## config.mk

```make
export PLATFORM = sky130hd
export DESIGN_NAME = mc_digit_rx
export DESIGN_NICKNAME = d
export VERILOG_FILES = /design/src/rtl/mc14433_pkg.sv /design/src/rtl/mc_strobe_qual.sv /design/src/rtl/mc_digit_rx.sv
export SDC_FILE = /design/constraint.sdc
export NUM_CORES = 1
export LEC_CHECK = 0
export ABC_AREA = 1
export BUFFER_PORTS_ARGS = -buffer_cell sky130_fd_sc_hd__buf_2
export CORE_AREA = 2 2 98 100
export DETAILED_ROUTE_END_ITERATION = 7
export DIE_AREA = 0 0 100 102
export SYNTH_ARGS = -nofsm -noshare
export SYNTH_HDL_FRONTEND = slang
export SYNTH_HIERARCHICAL = 1
export SYNTH_SLANG_ARGS = --single-unit
export TNS_END_PERCENT = 100
```

## constraint.sdc

```tcl
create_clock -name CP -period 4.65 [get_ports CP]
set_clock_uncertainty 0.2 [all_clocks]
set_input_delay 0.2325 -clock CP [delete_from_list [all_inputs] [get_ports CP]]
set_output_delay 0.2325 -clock CP [all_outputs]
set_load 0.005 [all_outputs]
```

## src/rtl/mc14433_pkg.sv

```systemverilog
// Shared types and constants for the MC14433 multiplexed BCD readout receiver.
package mc14433_pkg;

  typedef enum logic [3:0] {
    ST_HUNT,
    ST_CAP1,
    ST_REL1,
    ST_CAP2,
    ST_REL2,
    ST_CAP3,
    ST_REL3,
    ST_CAP4,
    ST_REL4
  } rx_state_e;

  typedef enum logic [1:0] {
    CLS_NONE  = 2'd0,
    CLS_ONE   = 2'd1,
    CLS_MULTI = 2'd2
  } ds_cls_e;

  localparam logic [1:0] DS1 = 2'd0;
  localparam logic [1:0] DS2 = 2'd1;
  localparam logic [1:0] DS3 = 2'd2;
  localparam logic [1:0] DS4 = 2'd3;

  localparam int Q_HALFB = 3;
  localparam int Q_POL   = 2;
  localparam int Q_RNG   = 0;

  localparam logic [3:0] BCD_MAX = 4'd9;

  // Settling state for a strobe index.
  function automatic rx_state_e cap_state(input logic [1:0] idx);
    case (idx)
      DS1:     return ST_CAP1;
      DS2:     return ST_CAP2;
      DS3:     return ST_CAP3;
      default: return ST_CAP4;
    endcase
  endfunction

  // Post-capture state for a strobe index.
  function automatic rx_state_e rel_state(input logic [1:0] idx);
    case (idx)
      DS1:     return ST_REL1;
      DS2:     return ST_REL2;
      DS3:     return ST_REL3;
      default: return ST_REL4;
    endcase
  endfunction

  // Strobe index a CAPn/RELn state is working on.
  function automatic logic [1:0] slot_of(input rx_state_e st);
    case (st)
      ST_CAP1, ST_REL1: return DS1;
      ST_CAP2, ST_REL2: return DS2;
      ST_CAP3, ST_REL3: return DS3;
      default:          return DS4;
    endcase
  endfunction

endpackage

```

## src/rtl/mc_strobe_qual.sv

```systemverilog
// Digit-strobe qualifier: classifies DS as none/one-hot/multi and counts how
// long the same one-hot strobe has been stable.
module mc_strobe_qual
  import mc14433_pkg::*;
#(
  parameter int SETTLE = 2
) (
  input  logic       clk,
  input  logic       rb,
  input  logic [3:0] ds,
  output logic [1:0] cls,
  output logic [1:0] idx,
  output logic       fresh,
  output logic       cap
);

  localparam logic [4:0] SETTLE_CNT = 5'(SETTLE);

  logic [3:0] ds_q, ds_d;
  logic [4:0] cnt_q, cnt_d;
  logic [2:0] ones;
  logic       one;

  // Classify the strobe word and advance the stability counter.
  always_comb begin
    ones = {2'b00, ds[0]} + {2'b00, ds[1]} + {2'b00, ds[2]} + {2'b00, ds[3]};
    one  = (ones == 3'd1);
    cls  = (ones == 3'd0) ? CLS_NONE : (one ? CLS_ONE : CLS_MULTI);
    case (ds)
      4'b0010: idx = DS2;
      4'b0100: idx = DS3;
      4'b1000: idx = DS4;
      default: idx = DS1;
    endcase
    ds_d = ds;
    // Saturating well above any legal SETTLE keeps cap a single pulse.
    if (!one)                cnt_d = 5'd0;
    else if (ds != ds_q)     cnt_d = 5'd1;
    else if (cnt_q != 5'h1F) cnt_d = cnt_q + 5'd1;
    else                     cnt_d = cnt_q;
    fresh = one && (cnt_d == 5'd1);
    cap   = one && (cnt_d == SETTLE_CNT);
  end

  // Previous strobe word and stability count.
  always_ff @(posedge clk) begin
    if (!rb) begin
      ds_q  <= 4'd0;
      cnt_q <= 5'd0;
    end else begin
      ds_q  <= ds_d;
      cnt_q <= cnt_d;
    end
  end

endmodule

```

## src/rtl/mc_digit_rx.sv

```systemverilog
// MC14433 readout receiver: assembles one 3 1/2 digit frame from the
// multiplexed BCD bus and commits it atomically after a clean DS1..DS4 pass.
//
// state | meaning
// HUNT  | idle, waiting for a fresh DS1
// CAPn  | strobe n seen, waiting for it to settle before sampling Q
// RELn  | slot n captured, waiting for strobe n+1 (REL4: for release, then commit)
module mc_digit_rx
  import mc14433_pkg::*;
#(
  parameter int SETTLE  = 2,
  parameter int TIMEOUT = 1023,
  parameter int TW      = 10
) (
  input  logic       CP,
  input  logic       RB,
  input  logic [3:0] DS,
  input  logic [3:0] Q,
  output logic       HALF,
  output logic       POL,
  output logic       OVR,
  output logic       UNR,
  output logic [3:0] D2,
  output logic [3:0] D3,
  output logic [3:0] D4,
  output logic       FVLD,
  output logic       FERR,
  output logic [7:0] ERRCNT
);

  localparam logic [TW-1:0] TMR_LOAD = TW'(TIMEOUT - 1);

  logic [1:0] cls, idx, cur, cap_slot;
  logic       fresh, cap, cap_go, abort, commit;

  rx_state_e       state_q, state_d;
  logic [TW-1:0]   tmr_q, tmr_d;
  logic [3:0][3:0] shd_q, shd_d;
  logic [3:0]      flg_q, flg_d;
  logic [3:0]      d2_q, d2_d, d3_q, d3_d, d4_q, d4_d;
  logic            fvld_q, fvld_d, ferr_q, ferr_d;
  logic [7:0]      errcnt_q, errcnt_d;

  mc_strobe_qual #(.SETTLE(SETTLE)) u_qual (
    .clk  (CP),
    .rb   (RB),
    .ds   (DS),
    .cls  (cls),
    .idx  (idx),
    .fresh(fresh),
    .cap  (cap)
  );

  // Frame sequencing, capture, timeout, commit and abort handling.
  always_comb begin
    state_d  = state_q;
    tmr_d    = (state_q != ST_HUNT && tmr_q != '0) ? tmr_q - 1'b1 : tmr_q;
    shd_d    = shd_q;
    flg_d    = flg_q;
    d2_d     = d2_q;
    d3_d     = d3_q;
    d4_d     = d4_q;
    fvld_d   = 1'b0;
    ferr_d   = 1'b0;
    errcnt_d = errcnt_q;
    cap_go   = 1'b0;
    cap_slot = DS1;
    abort    = 1'b0;
    commit   = 1'b0;
    cur      = slot_of(state_q);

    case (state_q)
      ST_HUNT: begin
        // Only a newly appearing DS1 starts a frame; a strobe left over
        // from an aborted frame must drop first.
        if (cls == CLS_ONE && idx == DS1 && fresh) begin
          tmr_d = TMR_LOAD;
          if (cap) begin
            cap_go   = 1'b1;
            cap_slot = DS1;
          end else begin
            state_d = ST_CAP1;
          end
        end
      end
      ST_CAP1, ST_CAP2, ST_CAP3, ST_CAP4: begin
        if (cls == CLS_ONE && idx == cur) begin
          if (cap) begin
            cap_go   = 1'b1;
            cap_slot = cur;
          end
        end else begin
          abort = 1'b1;
        end
      end
      ST_REL1, ST_REL2, ST_REL3: begin
        if (cls == CLS_MULTI) begin
          abort = 1'b1;
        end else if (cls == CLS_ONE && idx != cur) begin
          if (idx == cur + 2'd1) begin
            if (cap) begin
              cap_go   = 1'b1;
              cap_slot = idx;
            end else begin
              state_d = cap_state(idx);
            end
          end else begin
            abort = 1'b1;
          end
        end
      end
      ST_REL4: begin
        if (cls == CLS_NONE) commit = 1'b1;
        else if (!(cls == CLS_ONE && idx == DS4)) abort = 1'b1;
      end
      default: state_d = ST_HUNT;
    endcase

    if (cap_go) begin
      if (cap_slot != DS1 && Q > BCD_MAX) begin
        abort = 1'b1;
      end else begin
        shd_d[cap_slot] = Q;
        tmr_d           = TMR_LOAD;
        state_d         = rel_state(cap_slot);
      end
    end

    // Progress (a capture or the commit) in the expiry cycle still wins.
    if (state_q != ST_HUNT && !cap_go && !commit && tmr_q == '0) abort = 1'b1;

    if (abort) begin
      state_d = ST_HUNT;
      shd_d   = '0;
      ferr_d  = 1'b1;
      if (errcnt_q != 8'hFF) errcnt_d = errcnt_q + 8'd1;
    end else if (commit) begin
      state_d = ST_HUNT;
      flg_d   = {~shd_q[DS1][Q_HALFB],
                 shd_q[DS1][Q_POL],
                 shd_q[DS1][Q_RNG] & ~shd_q[DS1][Q_HALFB],
                 shd_q[DS1][Q_RNG] & shd_q[DS1][Q_HALFB]};
      d2_d    = shd_q[DS2];
      d3_d    = shd_q[DS3];
      d4_d    = shd_q[DS4];
      shd_d   = '0;
      fvld_d  = 1'b1;
    end
  end

  // State, timer, shadow and output registers.
  always_ff @(posedge CP) begin
    if (!RB) begin
      state_q  <= ST_HUNT;
      tmr_q    <= '0;
      shd_q    <= '0;
      flg_q    <= 4'd0;
      d2_q     <= 4'd0;
      d3_q     <= 4'd0;
      d4_q     <= 4'd0;
      fvld_q   <= 1'b0;
      ferr_q   <= 1'b0;
      errcnt_q <= 8'd0;
    end else begin
      state_q  <= state_d;
      tmr_q    <= tmr_d;
      shd_q    <= shd_d;
      flg_q    <= flg_d;
      d2_q     <= d2_d;
      d3_q     <= d3_d;
      d4_q     <= d4_d;
      fvld_q   <= fvld_d;
      ferr_q   <= ferr_d;
      errcnt_q <= errcnt_d;
    end
  end

  assign HALF   = flg_q[3];
  assign POL    = flg_q[2];
  assign OVR    = flg_q[1];
  assign UNR    = flg_q[0];
  assign D2     = d2_q;
  assign D3     = d3_q;
  assign D4     = d4_q;
  assign FVLD   = fvld_q;
  assign FERR   = ferr_q;
  assign ERRCNT = errcnt_q;

endmodule

```

# ---- Word level (Yosys, flattened, before mapping)
# Index checks and enable logic that the tools add are counted.
dict set report totals {
  register_bits 65
  latch_bits 0
  ram_bits 0
  mem_bits_ro 0
  inputBits 10
  output_inout_bits 26
  word_cells 147
  memories 0
}
dict set report classes {
  n_addsub 7
  n_mul 0
  div_mod_pow 0
  n_lt_le_gt_ge 3
  eq_ne 27
  n_shift 0
  mux 54
  n_bitwise 6
  reduce_logical 35
}
# op count
set op_table {}
lappend op_table {{$mux 10} 5}
lappend op_table {{$mux 4} 9}
lappend op_table {{$pmux 4 s3} 2}
lappend op_table {{$eq 4x3->1 const B} 5}
lappend op_table {{$mux 1} 19}
lappend op_table {{$bwmux 16} 1}
lappend op_table {{$mux 2} 8}
lappend op_table {{$mux 5} 3}
lappend op_table {{$logic_and 1x1->1} 13}
lappend op_table {{$eq 4x2->1 const B} 3}
lappend op_table {{$pmux 2 s3} 2}
lappend op_table {{$logic_not 10->1} 1}
lappend op_table {{$reduce_bool 10->1} 1}
lappend op_table {{$sub 10x1->10 const B} 1}
lappend op_table {{$pmux 3 s3} 1}
lappend op_table {{$add 8x1->8 const B} 1}
lappend op_table {{$demux 4 s2} 1}
lappend op_table {{$eq 2x2->1 const B} 4}
lappend op_table {{$eq 4x4->1 const B} 2}
lappend op_table {{$ne 8x8->1 const B} 1}
lappend op_table {{$reduce_or 2->1} 4}
lappend op_table {{$add 3x1->3} 2}
lappend op_table {{$eq 2x1->1 const B} 3}
lappend op_table {{$logic_not 2->1} 3}
lappend op_table {{27 further kinds} 37}

# ---- Logic depth before layout (Yosys ltp)
# Gate-level depths: netlist (run 1).
dict set report depth {
  depth_word 19
  depth_mapped 28
  ltp_nobuf 27
}

# ---- Hierarchy
# The synthesis (run 1) kept the hierarchy.
# mod n_inst cells_each area_each_um2 seq_area_each_um2
set by_module_without_submodules {}
lappend by_module_without_submodules {mc_digit_rx 1 394 2836.5 1101.1}
lappend by_module_without_submodules {mc_strobe_qual 1 109 728.2 180.2}

# ---- Worst setup path before layout (run 1)
# No wires, ideal clock.
dict set report synth_path {
  kind {input to register}
  from {input DS[0]}
  to {register errcnt_q[7] (netlist: ERRCNT[7])}
  setup_time_ps 115
  arrival_time_ps 3825
  required_ps 4335
  path_slack_ps 510
  path_stages 28
  path_buffers 1
  path_cell_list {inv_2 fa_1 inv_1 ha_1 ha_1 inv_2 nand3_4 inv_2 nand3_2 nor2_2 nand2_1 nor2_2 inv_1 nor2_1 nand4_4 o21ai_0 inv_1 ha_1 nor2_1 o21a_1 inv_1 nand2_4 nand2_4 nand2_4 buf_6 nand3_1 nand2_1 nor2_1}
}
dict set report synth_via {
  word_cells_on_any_way 65
  cone_classes {3 x add/sub; 13 x eq/ne; 31 x mux; 18 x reduce/logical}
}
# item line
set synth_lines {}
lappend synth_lines {{start, declared} mc_digit_rx.sv:17} ;# input logic [3:0] DS,
lappend synth_lines {{$add 1x1->2 *} mc_strobe_qual.sv:26} ;# ones = {2'b00, ds[0]} + {2'b00, ds[1]} + {2'b00, ds[2]} + {2'b00, ds[3]};
lappend synth_lines {{$add 3x1->3 * (2 in series)} mc_strobe_qual.sv:26}
lappend synth_lines {{$eq 3x1->1} mc_strobe_qual.sv:27} ;# one = (ones == 3'd1);
lappend synth_lines {{$mux 2} mc_strobe_qual.sv:28} ;# cls = (ones == 3'd0) ? CLS_NONE : (one ? CLS_ONE : CLS_MULTI);
lappend synth_lines {{$mux 2 *} mc_strobe_qual.sv:28}
lappend synth_lines {{via cls[0]} mc_digit_rx.sv:33} ;# logic [1:0] cls, idx, cur, cap_slot;
lappend synth_lines {{$eq 2x1->1} -}
lappend synth_lines {{$logic_and 1x1->1 (on tied branches)} {mc_digit_rx.sv:99, mc_digit_rx.sv:76}}
lappend synth_lines {{$mux 2, or another cell as far along} mc_digit_rx.sv:99} ;# end else if (cls == CLS_ONE && idx != cur) begin
lappend synth_lines {{$mux 2, or another cell as far along} mc_digit_rx.sv:97} ;# if (cls == CLS_MULTI) begin
lappend synth_lines {{$pmux 2 s2 / $pmux 1 s3 (equally long branches)} mc_digit_rx.sv:72} ;# case (state_q)
lappend synth_lines {{$reduce_bool 2->1 / $logic_not 1->1 (equally long branches)} {mc_digit_rx.sv:120, mc_digit_rx.sv:130}}
lappend synth_lines {{$logic_and 1x1->1 (on tied branches)} {mc_digit_rx.sv:120, mc_digit_rx.sv:130}}
lappend synth_lines {{$mux 1 / $logic_and 1x1->1 (equally long branches)} {mc_digit_rx.sv:120, mc_digit_rx.sv:130}}
lappend synth_lines {{$mux 1 / $logic_and 1x1->1 (equally long branches)} {mc_digit_rx.sv:119, mc_digit_rx.sv:130}}
lappend synth_lines {{$mux 1 *} mc_digit_rx.sv:130} ;# if (state_q != ST_HUNT && !cap_go && !commit && tmr_q == '0) abort = 1'b1;
lappend synth_lines {{$reduce_and 2->1 (no line) *} -}
lappend synth_lines {{end signal, assigned} mc_digit_rx.sv:174} ;# errcnt_q <= errcnt_d;
lappend synth_lines {{end, declared} mc_digit_rx.sv:42} ;# logic [7:0] errcnt_q, errcnt_d;
# Mark *: on every way through the listed nets, which the timed path passes. The rest lies on a longest branch.
# A chain may end at the register's enable or synchronous reset.

# ---- Worst setup path in the final report (run 1)
# Same ends and word-level chain as after synthesis.

==> impl_metrics.py, run 1 <==
metrics = {
    "synthesis": {
        "syn_area_per_cell_sq_um": 7.09,
        "synth-seq-cells": 64,
        "yosysTopAreaCellShare_pct": 35.9,
        "yosys.area.top_type": "dfxtp_1",
        "synthCells": 503,
        "syn-num-nets": 527,
        "synth.area.top_cells": "dfxtp_1 (36%), nand2_1 (11%), inv_1 (8.0%)",
        "yosysSeqAreaShare_pct": 35.9,
        "syn_area_sq_um": 3560,
        "synth_cell_types": 36,
        "ys_warn_count": 6,
    },
    "sta": {
        "period_share_pct": 93.8,
        "worstMarginPinSlew_ps": 691,
        "drv_slew": 0,
        "hold_violations": 0,
        "whs_ps": 175,
        "setup_violations": 0,
        "timing.fmax_mhz": 229,
        "relSlewSlack_pct": 52.7,
        "min_period_ps": 4360,
    },
    "floorplanning": {
        "dieArea_sq_um": 10200,
        "die_w_um": 100,
        "rows": 35,
        "pin_count": 36,
        "coreArea_sq_um": 9110,
        "dieHeight_um": 102,
        "initial_core_util_pct": 39.1,
    },
    "cts": {
        "clockBufferDepth": 2,
        "htreeDepth": 3,
        "path_clk_slew_ps": 80,
        "clk_latency_ps": 340,
        "cts_buffers": 9,
        "cts_root_buffer": "clkbuf_8",
        "clock_sink_count": 64,
        "cts_tree": "built",
    },
    "setup_path": {
        "crit_top_cell": "inv_1",
        "cp.arrival_ps": 4380,
        "critPathKind": "in -> reg",
        "crit_fanout": 16,
        "timing.rr.end": "ERRCNT[7]$_SDFFE_PN0P_",
        "critPathLaunchType": "primary input",
        "cpPeakStageDelay_ps": 530,
        "crit_path_end_kind": "register",
        "r2r_slack_ps": 1230,
        "rr_worst_depth": 21,
        "cpMaxStageDelayCell": "dlygate4sd3_1",
        "required_ps": 4670,
        "crit_start": "DS[0]",
        "rr_startpoint": "u_qual/cnt_q[0]$_SDFF_PN0_",
    },
    "power_and_ir_drop": {
        "peakVddDrop_uv": 167,
        "powerDensity_nw_per_um2": 299,
        "p_leak_nw": 1.87,
    },
    "placement": {
        "placedCellCount": 643,
        "numPortBuffers": 35,
        "dp_hpwl_mm": 5.54,
        "gp_congestion": 0.917,
    },
    "route": {
        "drc": 0,
        "vias_per_cell": 4.81,
        "drt_first_pass_iters": 5,
        "routed-via-count": 3230,
        "wl_per_cell_um": 11.5,
        "drt-initial-drc-count": 117,
        "wirelength_mm": 7.71,
        "ant_nets": 0,
    },
    "layout": {
        "layout_common_cells": "nand2_1 (101), inv_1 (75), dfxtp_1 (64), nor2_1 (47), a21oi_1 (40)",
        "layout_commonest_cell": "nand2_1",
        "nNetsFinal": 580,
        "antennaDiodeCount": 0,
        "area_growth_pct": 19.9,
        "fin_util_pct": 46.9,
        "final_cells": 672,
        "layout-drive-gt1-share_pct": 21.2,
    },
    "worst_hold_path": {
        "hold_start": "RB",
        "whs_path_depth": 3,
        "hold_class": "in -> reg",
        "whs_endpoint": "u_qual/ds_q[2]$_SDFF_PN0_",
    },
    "outcome": {
        "status": "finished clean",
    },
    "flow_run": {
        "cap_violations": 0,
    },
    "global_route": {
        "grt_max_degree": 35,
        "antenna_found_initial": 0,
        "grtUsageTotal_pct": 15.5,
        "grt_pass1_vias": 2983,
        "grt_overflow_total": 0,
        "grt_pass1_wl_mm": 12.9,
    },
}
[state kept, by name, indices dropped and copies added (netlist names)]
| signal | flops |
|---|---|
| D3 | 4 |
| u_qual/ds_q | 4 |
| D4 | 4 |
| FVLD | 1 |
| tmr_q | 10 |
| flg_q | 4 |
| shd_q | 15 |
| state_q | 4 |
| ERRCNT | 8 |
| FERR | 1 |
| D2 | 4 |
| u_qual/cnt_q | 5 |
[what timing repair did]
item,CTS,global route
hold buffers,8,0
resized for setup,0,9
endpoints found under the hold margin,14,0
buffers inserted,0,5
endpoints found under the setup margin,0,38
[report_power, final]
part	leakage (nW)	internal [mW]	switching (mW)
clock network	0.125	0.363	0.243
logic	1.23	0.0403	0.0747
registers	0.516	0.551	0.00349
[layout make-up]
class / count / area, sq um
Clock buffer: 9 / 124
Clock inverter: 7 / 125
Fill cell: 899 / 4830
Inverter: 87 / 327
Multi-Input combinational cell: 344 / 1940
Sequential cell: 64 / 1280
Tap cell: 111 / 139
Timing Repair Buffer: 50 / 335
[how the worst max path moves through the flow]
stage                                         to
after floorplan           ERRCNT[7]$_SDFFE_PN0P_
final                     ERRCNT[7]$_SDFFE_PN0P_
after CTS                 ERRCNT[7]$_SDFFE_PN0P_
after global routing      ERRCNT[7]$_SDFFE_PN0P_
after detailed placement  ERRCNT[7]$_SDFFE_PN0P_
after global placement    ERRCNT[7]$_SDFFE_PN0P_
[per-stage QoR]
stage | setup TNS, ps | setup slack (ps) | power [mW] | cell area (sq um)
floorplan | 0 | 510 | 0.648 | 3560
global placement | 0 | 385 | 0.670 | 3850
detailed placement | 0 | 217 | 0.672 | 3850
CTS | 0 | 29.9 | 1.29 | 4180
global route | -5.82 | -5.82 | 1.33 | 4270
finish | 0 | 286 | 1.28 | 4270
[cells in the mapped netlist]
library cell and count:
o21a_1 1, nor2_8 1, o31ai_1 1, nor2_2 9
a31oi_1 7, dfxtp_1 64, clkbuf_1 6, nand3_2 4
fa_1 1, o21ai_2 2, xor2_1 3, inv_1 76
a2111oi_0 1, xnor2_1 4, a21oi_1 40, nor3_1 6
o21ai_0 27, inv_2 11, ha_1 13, a211oi_1 1
nand2_4 6, nand3_1 32, nand4_4 2, a21oi_4 1
nand4_1 7, o22ai_1 2, nor2_4 2, nand2_2 9
nand3_4 1, nand3b_1 1, nand2_1 101, o21ai_1 2
a22oi_1 1, nor2_1 48, a21oi_2 8, buf_6 2
[worst max-delay path: cells and delay by family]
kind            cells  cell delay [ps]
compound gates      2              320
fa+ha+maj           4             1220
buf+inv             9             1210
simple gates       14             1400
[layer usage]
layer  GRT usage, %  vias up  wire length [um]
met1           19.5     1475              3750
met2           27.1       36              3720
met4           4.95        0                40
li1               -     1717                 -
met5              0        -                 0
met3           2.80        2               206
[kinds of logic (layout without fill, tap and decap cells)]
family	after synthesis	in the layout	share of synthesized area (%)
and+or+nand+nor	229	229	31.5
adders and majority gates	14	14	5.12
AOI/OAI and AO/OA	94	94	15.3
xor gates and xnor gates	7	7	1.72
DFF	64	64	35.9
buffers and inverters	95	153	10.4
No activity file was read; power rests on OpenSTA's default activity.
==> run 2, diff against run 1 <==
--- a/config.mk
+++ b/config.mk
@@ -7,9 +7,10 @@
 export LEC_CHECK = 0
 export ABC_AREA = 1
 export BUFFER_PORTS_ARGS = -buffer_cell sky130_fd_sc_hd__buf_2
-export CORE_AREA = 2 2 98 100
+export CORE_AREA = 2 2 88 90
 export DETAILED_ROUTE_END_ITERATION = 7
-export DIE_AREA = 0 0 100 102
+export DIE_AREA = 0 0 90 92
+export PLACE_DENSITY = 0.68
 export SYNTH_ARGS = -nofsm -noshare
 export SYNTH_HDL_FRONTEND = slang
 export SYNTH_HIERARCHICAL = 1
==> run 2 against run 1 <==
Die area fell by 19%; count of clock-buffer cells in the layout unchanged; critical path depth did not move; largest cell class unchanged; non-clock buffer count fell by 3.
==> impl_metrics.py, run 2 (synthesis results as in run 1) <==
metrics = {
    "outcome": {
        "status": "finished clean",
    },
    "sta": {
        "setup_violations": 0,
        "relSlewSlack_pct": 55.9,
        "hold_violations": 0,
        "timing.fmax_mhz": 229,
        "period_share_pct": 93.8,
        "min_period_ps": 4360,
        "setup_tns_ps": 0,
        "rsz0062_at_grt": "true",
        "drv_slew": 0,
        "worstMarginPinSlew_ps": 656,
    },
    "route": {
        "vias_per_cell": 4.93,
        "wirelength_mm": 7.45,
        "drt-initial-drc-count": 141,
        "drt_first_pass_iters": 4,
        "routed-via-count": 3261,
        "wl_per_cell_um": 11.3,
        "drc": 0,
        "ant_nets": 0,
    },
    "cts": {
        "clockBufferDepth": 2,
        "path_clk_slew_ps": 80,
        "cts_root_buffer": "clkbuf_8",
        "cts_buffers": 9,
        "htreeDepth": 3,
        "cts_tree": "built",
        "clock_sink_count": 64,
        "clk_latency_ps": 350,
    },
    "power_and_ir_drop": {
        "power.switching_mw": 0.316,
        "finalPower_mw": 1.21,
        "comb_power_share_pct": 9.2,
        "seqPwrFrac_pct": 45.7,
        "p_leak_nw": 1.85,
        "powerDensity_nw_per_um2": 287,
        "power_switching_share_pct": 26.1,
        "clkPwrFrac_pct": 45.0,
        "peakVddDrop_uv": 123,
        "p_int_mw": 0.897,
    },
    "setup_path": {
        "crit_path_end_kind": "register",
        "cpPeakStageDelay_ps": 540,
        "cpMaxStageDelayCell": "fa_1",
        "crit_fanout": 8,
        "r2r_slack_ps": 1210,
        "crit_start": "DS[0]",
        "critPathLaunchType": "primary input",
        "cp.arrival_ps": 4400,
        "critPathKind": "in -> reg",
        "timing.rr.end": "ERRCNT[7]$_SDFFE_PN0P_",
        "required_ps": 4690,
        "rr_startpoint": "u_qual/cnt_q[0]$_SDFF_PN0_",
        "crit_top_cell": "inv_2",
        "rr_worst_depth": 24,
    },
    "layout": {
        "fillers": 709,
        "layout_commonest_cell": "nand2_1",
        "area_growth_pct": 18.7,
        "top_register": "shd_q",
        "largest_reg_flops": 15,
        "final_cells": 662,
        "layout-drive-gt1-share_pct": 21.3,
        "antennaDiodeCount": 0,
        "nNetsFinal": 579,
        "layout_common_cells": "nand2_1 (101), inv_1 (74), dfxtp_1 (64), nor2_1 (47), a21oi_1 (40)",
    },
    "placement": {
        "dp_hpwl_mm": 5.33,
        "gp_congestion": 0.891,
        "numPortBuffers": 35,
        "placedCellCount": 634,
    },
    "floorplanning": {
        "dieHeight_um": 92,
        "dieArea_sq_um": 8280,
        "die_w_um": 90,
        "pin_count": 36,
        "coreArea_sq_um": 7450,
        "initial_core_util_pct": 47.9,
        "rows": 32,
    },
    "flow_run": {
        "cap_violations": 0,
    },
    "global_route": {
        "grtUsageTotal_pct": 18.1,
        "grt_overflow_total": 0,
        "grt_max_degree": 36,
        "antenna_found_initial": 0,
        "grt_pass1_vias": 3062,
        "grt_pass1_wl_mm": 12.4,
    },
    "worst_hold_path": {
        "whs_path_depth": 3,
        "whs_endpoint": "u_qual/ds_q[0]$_SDFF_PN0_",
        "hold_start": "RB",
        "hold_class": "in -> reg",
    },
}
[run 2: changes by cell type in the layout (fill, tap and decap cells not counted), moves of 2 or more]
cell,previous run,this run
buf_12,2,0
inv_6,3,0
buf_4,6,4
clkinv_4,1,3
[run 2: how the worst max path moves through the flow]
stage	end	slack (ps)	cells after the start
global route	shd_q[5]$_SDFFE_PP0P_	-70	28
CTS	ERRCNT[7]$_SDFFE_PN0P_	60	29
floorplan	ERRCNT[7]$_SDFFE_PN0P_	510	28
finish	ERRCNT[7]$_SDFFE_PN0P_	290	29
detailed placement	ERRCNT[7]$_SDFFE_PN0P_	210	28
global placement	ERRCNT[7]$_SDFFE_PN0P_	400	28
[run 2: area by class of cell]
type / instances / area (sq um) / area share [%]
clock buffer: 9 / 124 / 2.93
sequential: 64 / 1280 / 30.3
multi-input combinational: 346 / 1980 / 46.8
tap: 102 / 128 / 3.02
timing repair buffer: 47 / 285 / 6.74
inverter: 87 / 327 / 7.72
clock inverter: 7 / 105 / 2.48
[run 2: worst max-delay path: cells and delay by family]
| family | cells | cell delay, ps |
|---|---|---|
| AO/OA/AOI/OAI | 2 | 320 |
| AND/OR/NAND/NOR | 14 | 1440 |
| buffers and inverters | 9 | 1170 |
| adder cells (fa/ha/maj) | 4 | 1230 |
[run 2: power by group through the flow]
stage | registers [mW] | clock network (mW) | logic [mW]
after global placement | 0.568 | 0 | 0.102
final | 0.555 | 0.546 | 0.112
after global routing | 0.556 | 0.578 | 0.127
after floorplan | 0.567 | 0 | 0.0811
after detailed placement | 0.568 | 0 | 0.104
after CTS | 0.555 | 0.561 | 0.109
[run 2: per-stage QoR]
stage	hold WS [ps]	setup slack (ps)	util (%)	cell area [sq um]
6_report	175	290	56.8	4230
5_1_grt	219	-66.5	56.8	4230
4_1_cts	150	56.3	55.7	4150
3_5_place_dp	236	209	51.5	3840
3_3_place_gp	229	403	51.5	3840
2_1_floorplan	126	510	-	3560
[run 2: metal layers]
| layer | routed length [um] | vias to the layer above | global-route usage (%) |
|---|---|---|---|
| met5 | 0 | - | 0 |
| met4 | 156 | 0 | 9.87 |
| met3 | 207 | 14 | 3.94 |
| met2 | 3490 | 42 | 30.2 |
| met1 | 3600 | 1494 | 21.7 |
| li1 | - | 1711 | - |
[run 2: what timing repair did]
item / 4_1_cts / 5_1_grt
gates resized for setup: 0 / 11
setup buffers: 0 / 2
endpoints found under the hold margin: 16 / 0
setup endpoints to repair: 0 / 38
hold buffers: 8 / 0
